File: src/rtl/t10_word_buffer.sv
// Builds a guess word from UART receive bytes, with backspace, enter-to-commit and case folding.
// The committed word is held for the game FSM under a valid/ack handshake.
module t10_word_buffer #(
    parameter int          WORD_LEN   = 5,
    parameter bit          CASE_FOLD  = 1'b1,
    parameter logic [7:0]  BS_CODE    = 8'h08,
    parameter logic [7:0]  ENTER_CODE = 8'h0D,
    localparam int         CW         = $clog2(WORD_LEN + 1)
) (
    input  logic                    clk,
    input  logic                    nRst,
    input  logic [7:0]              rx_byte_i,
    input  logic                    rx_ready_i,
    input  logic                    game_rdy_i,
    input  logic                    word_ack_i,
    output logic [8*WORD_LEN-1:0]   word_out_o,
    output logic                    word_valid_o,
    output logic [CW-1:0]           char_count_o,
    output logic [7:0]              echo_char_o,
    output logic                    echo_stb_o,
    output logic                    rx_err_o
);

    typedef enum logic [1:0] {IDLE, COLLECT, COMMIT} state_t;

    state_t          state_q, state_d;
    logic [7:0]      slot_q [WORD_LEN];
    logic [7:0]      slot_d [WORD_LEN];
    logic [CW-1:0]   count_q, count_d;
    logic [7:0]      echo_char_q, echo_char_d;
    logic            echo_stb_q, echo_stb_d;
    logic            rx_err_q, rx_err_d;
    logic            word_valid_q, word_valid_d;

    logic            is_lower, is_upper, is_letter, is_bs;
    logic [7:0]      lower_byte;

    always_comb begin
        is_lower   = (rx_byte_i >= 8'h61) && (rx_byte_i <= 8'h7A);
        is_upper   = (rx_byte_i >= 8'h41) && (rx_byte_i <= 8'h5A);
        is_letter  = is_lower || (CASE_FOLD && is_upper);
        is_bs      = (rx_byte_i == BS_CODE) || (rx_byte_i == 8'h7F);
        lower_byte = is_upper ? (rx_byte_i | 8'h20) : rx_byte_i;
    end

    always_comb begin
        state_d     = state_q;
        slot_d      = slot_q;
        count_d     = count_q;
        echo_char_d = echo_char_q;
        echo_stb_d  = 1'b0;
        rx_err_d    = 1'b0;
        // Losing game_rdy always flushes, regardless of what the byte stream is doing.
        if (!game_rdy_i) begin
            state_d = IDLE;
            count_d = '0;
            for (int i = 0; i < WORD_LEN; i++) slot_d[i] = 8'h00;
        end else begin
            case (state_q)
                IDLE: begin
                    state_d = COLLECT;
                    count_d = '0;
                    for (int i = 0; i < WORD_LEN; i++) slot_d[i] = 8'h00;
                end
                COLLECT: begin
                    if (rx_ready_i) begin
                        if (is_letter) begin
                            if (count_q < CW'(WORD_LEN)) begin
                                for (int i = 0; i < WORD_LEN; i++)
                                    if (CW'(i) == count_q) slot_d[i] = lower_byte;
                                count_d     = count_q + CW'(1);
                                echo_char_d = lower_byte;
                                echo_stb_d  = 1'b1;
                            end else begin
                                rx_err_d = 1'b1;
                            end
                        end else if (is_bs) begin
                            if (count_q != '0) begin
                                for (int i = 0; i < WORD_LEN; i++)
                                    if (CW'(i + 1) == count_q) slot_d[i] = 8'h00;
                                count_d = count_q - CW'(1);
                            end else begin
                                rx_err_d = 1'b1;
                            end
                        end else if ((rx_byte_i == ENTER_CODE) && (count_q == CW'(WORD_LEN))) begin
                            state_d = COMMIT;
                        end else begin
                            rx_err_d = 1'b1;
                        end
                    end
                end
                COMMIT: begin
                    rx_err_d = rx_ready_i;
                    if (word_ack_i) begin
                        state_d = COLLECT;
                        count_d = '0;
                        for (int i = 0; i < WORD_LEN; i++) slot_d[i] = 8'h00;
                    end
                end
                default: state_d = IDLE;
            endcase
        end
        word_valid_d = (state_d == COMMIT);
    end

    always_ff @(posedge clk or negedge nRst) begin
        if (!nRst) begin
            state_q      <= IDLE;
            count_q      <= '0;
            echo_char_q  <= 8'h00;
            echo_stb_q   <= 1'b0;
            rx_err_q     <= 1'b0;
            word_valid_q <= 1'b0;
            for (int i = 0; i < WORD_LEN; i++) slot_q[i] <= 8'h00;
        end else begin
            state_q      <= state_d;
            count_q      <= count_d;
            echo_char_q  <= echo_char_d;
            echo_stb_q   <= echo_stb_d;
            rx_err_q     <= rx_err_d;
            word_valid_q <= word_valid_d;
            for (int i = 0; i < WORD_LEN; i++) slot_q[i] <= slot_d[i];
        end
    end

    // Slot 0 (first letter typed) lands in the most significant byte.
    always_comb begin
        word_out_o = '0;
        if (word_valid_q)
            for (int i = 0; i < WORD_LEN; i++)
                word_out_o[8*(WORD_LEN-1-i) +: 8] = slot_q[i];
    end

    assign word_valid_o = word_valid_q;
    assign char_count_o = count_q;
    assign echo_char_o  = echo_char_q;
    assign echo_stb_o   = echo_stb_q;
    assign rx_err_o     = rx_err_q;

endmodule

File: config.mk
export PLATFORM = sky130hd
export DESIGN_NAME = t10_word_buffer
export DESIGN_NICKNAME = d
export VERILOG_FILES = /design/src/rtl/t10_word_buffer.sv
export SDC_FILE = /design/constraint.sdc
export NUM_CORES = 1
export LEC_CHECK = 0
export BUFFER_PORTS_ARGS = -buffer_cell sky130_fd_sc_hd__buf_2
export CORE_UTILIZATION = 59
export CTS_CLUSTER_DIAMETER = 40
export DETAILED_ROUTE_END_ITERATION = 10
export PLACE_DENSITY = 0.89
export SYNTH_ARGS = -nofsm -noshare
export SYNTH_HDL_FRONTEND = slang
export SYNTH_SLANG_ARGS = --single-unit
export TNS_END_PERCENT = 20
File: constraint.sdc
create_clock -name clk -period 5.5 [get_ports clk]
set_input_delay 0 -clock clk [delete_from_list [all_inputs] [get_ports clk]]
set_output_delay 0 -clock clk [all_outputs]
set_load 0.1 [all_outputs]
* Yosys cells after proc, flatten, opt, wreduce, memory -nomap -nowiden
Cells that the tools add are included.
Cells by class: order comparisons 5, muxes and demuxes 48, eq/ne operators 28, reductions and logical operators 15, add/sub/neg operators 2
Operator list (number):
- $mux W40 | 8
- $pmux W40 S3 | 1
- $mux W8 | 10
- $ne A4 B4 Y1 const B | 13
- $reduce_and A8 Y1 | 5
- $mux W3 | 7
- $eq A8 B4 Y1 const B | 2
- $ge A8 B7 Y1 const B | 2
- $le A8 B7 Y1 const B | 2
- $mux W1 | 12
- $mux W2 | 6
- $pmux W3 S3 | 1
- $eq A8 B7 Y1 const B | 1
- $eq A2 B3 Y1 const A | 2
- $eq A3 B3 Y1 const A | 2
- $mux W6 | 1
- $ne A3 B3 Y1 const B | 2
- $pmux W2 S3 | 1
- $reduce_and A6 Y1 | 1
- $reduce_and A5 Y1 | 1
- $eq A2 B2 Y1 const B | 2
- $ne A4 B1 Y1 const B | 1
- $add A3 B1 Y3 const B | 1
- $eq A1 B3 Y1 const A | 1
- 10 further kinds | 13
Word-level totals: output and inout bits 54, bits of input ports 13, word-level logic and storage cells 109, register bits after elaboration 56

* Longest topological paths before layout
word-level depth 9, gate-level depth with buffers 8, depth with buffers taken out 7

* Worst setup path after synthesis
OpenSTA, ideal clock, no wires.
path kind register to register, start point register count_q[0] (netlist: char_count_o[0]), end point register slot_q[34] in the netlist's numbering, arrival time 2.443 ns, cell stages (with the launch flop) 8, path buffers 1, path slack 2.931 ns, setup time 0.126 ns, period minus slack after synthesis 2.569 ns, required time 5.374 ns, cell sequence dfrtp_1 > inv_1 > ha_1 > nand2_1 > and4_1 > buf_2 > o21ai_2 > a221o_1
On the way: word-level cells in the longest chain between the ends 3, elaborated cells between the ends (all ways) 9, those cells by class 1 x order compare; 5 x eq/ne; 3 x reduce/logical
RTL lines:
- from (decl) | RTL line 29 | logic [CW-1:0] count_q, count_d;
- from (signal assigned) | RTL line 117 | count_q <= count_d;
- $lt A3 B3 Y1 (tied with other cells) | RTL line 68 | if (count_q < CW'(WORD_LEN)) begin
- $ne A4 B4 Y1 (no line)
- $reduce_and A8 Y1 (no line) (*)
- to (decl) | RTL line 27 | logic [7:0] slot_q [WORD_LEN];
Mark *: on every way between the ends. The rest lies on a longest branch, timed or not. A chain may end at the register's enable or synchronous reset.

* Worst setup path after layout
start point register state_q[1], end point register echo_char_q[3] (netlist: echo_char_o[3])
On the way: word-level cells in the longest chain between the ends 2
RTL lines:
- from (decl) | RTL line 26 | state_t state_q, state_d;
- from (signal assigned) | RTL line 116 | state_q <= state_d;
- $eq A2 B1 Y1 | RTL line 59 | case (state_q)
- $reduce_and A5 Y1 (no line)
- to (signal assigned) | RTL line 118 | echo_char_q <= echo_char_d;
- to (decl) | RTL line 30 | logic [7:0] echo_char_q, echo_char_d;
Every way passes these cells.

==> flow_summary_export.csv <==
group,metric,value,unit
floorplanning,dieArea,5870,um^2
timing,fin_tns_setup,0,ns
clocking,insertion_delay,0.32,ns
yosys,yosysUniqueCellTypes,67,
timing,setup_viol,0,
min_path,hold_class,"in2reg",
placed_design,dp_hpwl,5.57,mm
pwr,cellPowerDensity,242,nW/um^2
finish,drive_gt1_share,27.7,%
finish,final_cell_area,3710,um^2
floorplanning,io_pins,67,
clocking,cts.clk_slew.worst_paths,0.09,ns
timing,fmax,0.356,GHz
clocking,h-tree-depth,2,
finish,nets,390,
detailed_routing,post_drt_wl_per_cell,17.8,um
detailed_routing,wl,7.81,mm
clocking,cts_setup_buffers,0,
clocking,numClockSinks,56,
timing,final-hold-violation-count,0,
detailed_routing,first_iter_violations,202,
worst_setup_path,worstPathCellList,"inv_1 -> ha_1 -> and2_1 -> nand3_1 -> nor4_4 -> mux2_2",
worst_setup_path,critical_path_class,"reg2reg",
pwr,p_leak,1.81,nW
pwr,vdd_drop_max,232,uV
detailed_routing,route.vias.total,2798,
finish,syn_to_final_growth,12.8,%
grt,antenna_found_initial,0,
worst_setup_path,setup.worst_path.start_class,"register",
yosys,yosys_warnings,0,
yosys,synth_nets,335,
placed_design,gp_congestion,0.886,
worst_setup_path,critical-path-max-stage-delay,0.60,ns
clocking,numCtsBuffers,5,
yosys,syn_area_per_cell,10.5,um^2
timing,worst_slack,2.69,ns
yosys,synthesis.area,3290,um^2
yosys,ys.flop_type,"dfrtp_1",
worst_setup_path,required,5.70,ns
timing,grt_setup_unrepaired,"false",
timing,slew_headroom,28.7,%
timing,period_needed,2.81,ns
yosys,async_flop_share,100,%
placed_design,io_buffer_count,66,
grt,grt_first_pass_wirelength,13.5,mm
clocking,cts_max_path_buffers,2,
timing,finalMaxSlewViolations,0,
pwr,power,896,uW
grt,grt_overflow,0,
floorplanning,std_cell_rows,26,
clocking,cts_root_buf,"clkbuf_8",
status,outcome,"complete, no violations",
detailed_routing,vias_per_cell,6.39,
grt,track_usage,29.0,%
timing,worst_pin_slew,1.06,ns
finish,mostFrequentLayoutCells,"buf_2 (66), dfrtp_1 (56), and2_1 (45)",
yosys,synth_edf_count,0,
finish,final_common_cell,"buf_2",
yosys,ys_seq_elements,56,
yosys,syn_inst,312,
floorplanning,start_util,62.7,%
grt,grt_pass1_vias,2604,
timing,worst_clock_skew,0.0103,ns
grt,grt_max_degree,57,
flow_run,drv_cap,0,
placed_design,placed_area,3610,um^2
worst_setup_path,critPathArrivalTime,3.01,ns
floorplanning,dieWidth,76.6,um
timing,fin_crit_sh,51.1,%
finish,nFillCells,426,
finish,n_antenna_cell,0,
worst_setup_path,cp-end-kind,"register",
yosys,ys_seq_area_share,42.7,%
floorplanning,core_area,5240,um^2
detailed_routing,drc,0,
floorplanning,die_height,76.6,um
worst_setup_path,critPathSlowestCell,"and2_1",
detailed_routing,first_pass_iters,5,
worst_setup_path,cp_max_fo,17,
clocking,tritoncts,"built",
placed_design,pre_cts_ws,2.72,ns
detailed_routing,drtAntennaViolNets,0,
[critical path: cells and delay by family, from the launching register on]
kind | cells | cell delay, ns
adders and majority gates | 1 | 0.34
buffers and inverters | 1 | 0.09
DFF | 1 | 0.42
muxes | 1 | 0.40
and+or+nand+nor | 3 | 1.45
[cell usage after synthesis (all sizes together), types with 7 or more instances]
cell    instances  area (um^2)
a21oi           7         38.8
a22o           17          149
a32oi           7         61.3
and2           45          282
buf             8         53.8
clkbuf         12         46.3
dfrtp          56         1400
ha             10          125
inv            11         41.3
nand2           8         30.0
nand3          23          120
nand4          11         68.8
o21ai           8         43.8
[logic make-up (layout without fill, tap and decap cells)]
| kind of cell | count (synthesis) | count (layout) | synth area share (%) |
|---|---|---|---|
| compound gates | 77 | 77 | 20.5 |
| fa+ha+maj | 10 | 10 | 3.81 |
| buf+inv | 31 | 87 | 4.30 |
| flops | 56 | 56 | 42.7 |
| mux | 7 | 7 | 2.48 |
| simple gates | 131 | 131 | 26.3 |
[per-stage QoR]
stage | util [%] | cells | hold WS (ns)
floorplan | - | 312 | -0.296
global placement | 68.9 | 429 | 0.161
detailed placement | 68.9 | 429 | 0.169
CTS | 70.8 | 438 | 0.00729
global route | 70.8 | 438 | 0.0258
finish | 70.8 | 438 | 0.0204
[power by group]
group | total [mW] | internal, mW | leakage (nW) | switching [mW]
logic | 0.237 | 0.0483 | 0.996 | 0.189
clock network | 0.222 | 0.0913 | 0.0424 | 0.131
registers | 0.437 | 0.427 | 0.769 | 0.00995
total | 0.896 | 0.567 | 1.81 | 0.330
[sequential cells by signal, indices dropped and copies added, names as in the netlist]
register	cells
word_valid_o	1
echo_char_o	8
state_q	2
char_count_o	3
echo_stb_o	1
rx_err_o	1
slot_q	40
[worst paths after layout]
path                                     start              to  slack (ns)  depth (start not counted)
min in group asynchronous                 nRst      slot_q[22]        0.33                          3
worst max-delay path                state_q[1]  echo_char_o[3]        2.69                          6
worst min register to register  echo_char_o[5]  echo_char_o[5]        0.48                          1
worst min-delay path                game_rdy_i        rx_err_o        0.02                          3
worst max register to register      state_q[1]  echo_char_o[3]        2.69                          6
max in group asynchronous                 nRst  echo_char_o[3]        4.70                          3
[area by class of cell]
| class | instances | area, um^2 | share of cell area, % |
|---|---|---|---|
| Multi-Input combinational cell | 225 | 1740 | 47.0 |
| Sequential cell | 56 | 1400 | 37.8 |
| Timing Repair Buffer | 68 | 348 | 9.39 |
| Tap cell | 70 | 87.6 | 2.36 |
| Clock buffer | 7 | 76.3 | 2.06 |
| Inverter | 11 | 41.3 | 1.11 |
| Clock inverter | 1 | 8.76 | 0.236 |
[metal layers]
metal	global-route usage (%)	vias up	part of all wire, %
met5	0	-	0
met4	7.50	0	1.7
met3	6.11	13	6.8
met2	45.0	146	46
met1	41.5	1342	45
li1	-	1297	-
[what timing repair did]
item	4_1_cts	5_1_grt
hold buffers	1	0
endpoints found under the setup margin	0	0
resized for setup	0	0
hold endpoints to repair	56	0
(Power assumes the default switching activity.)
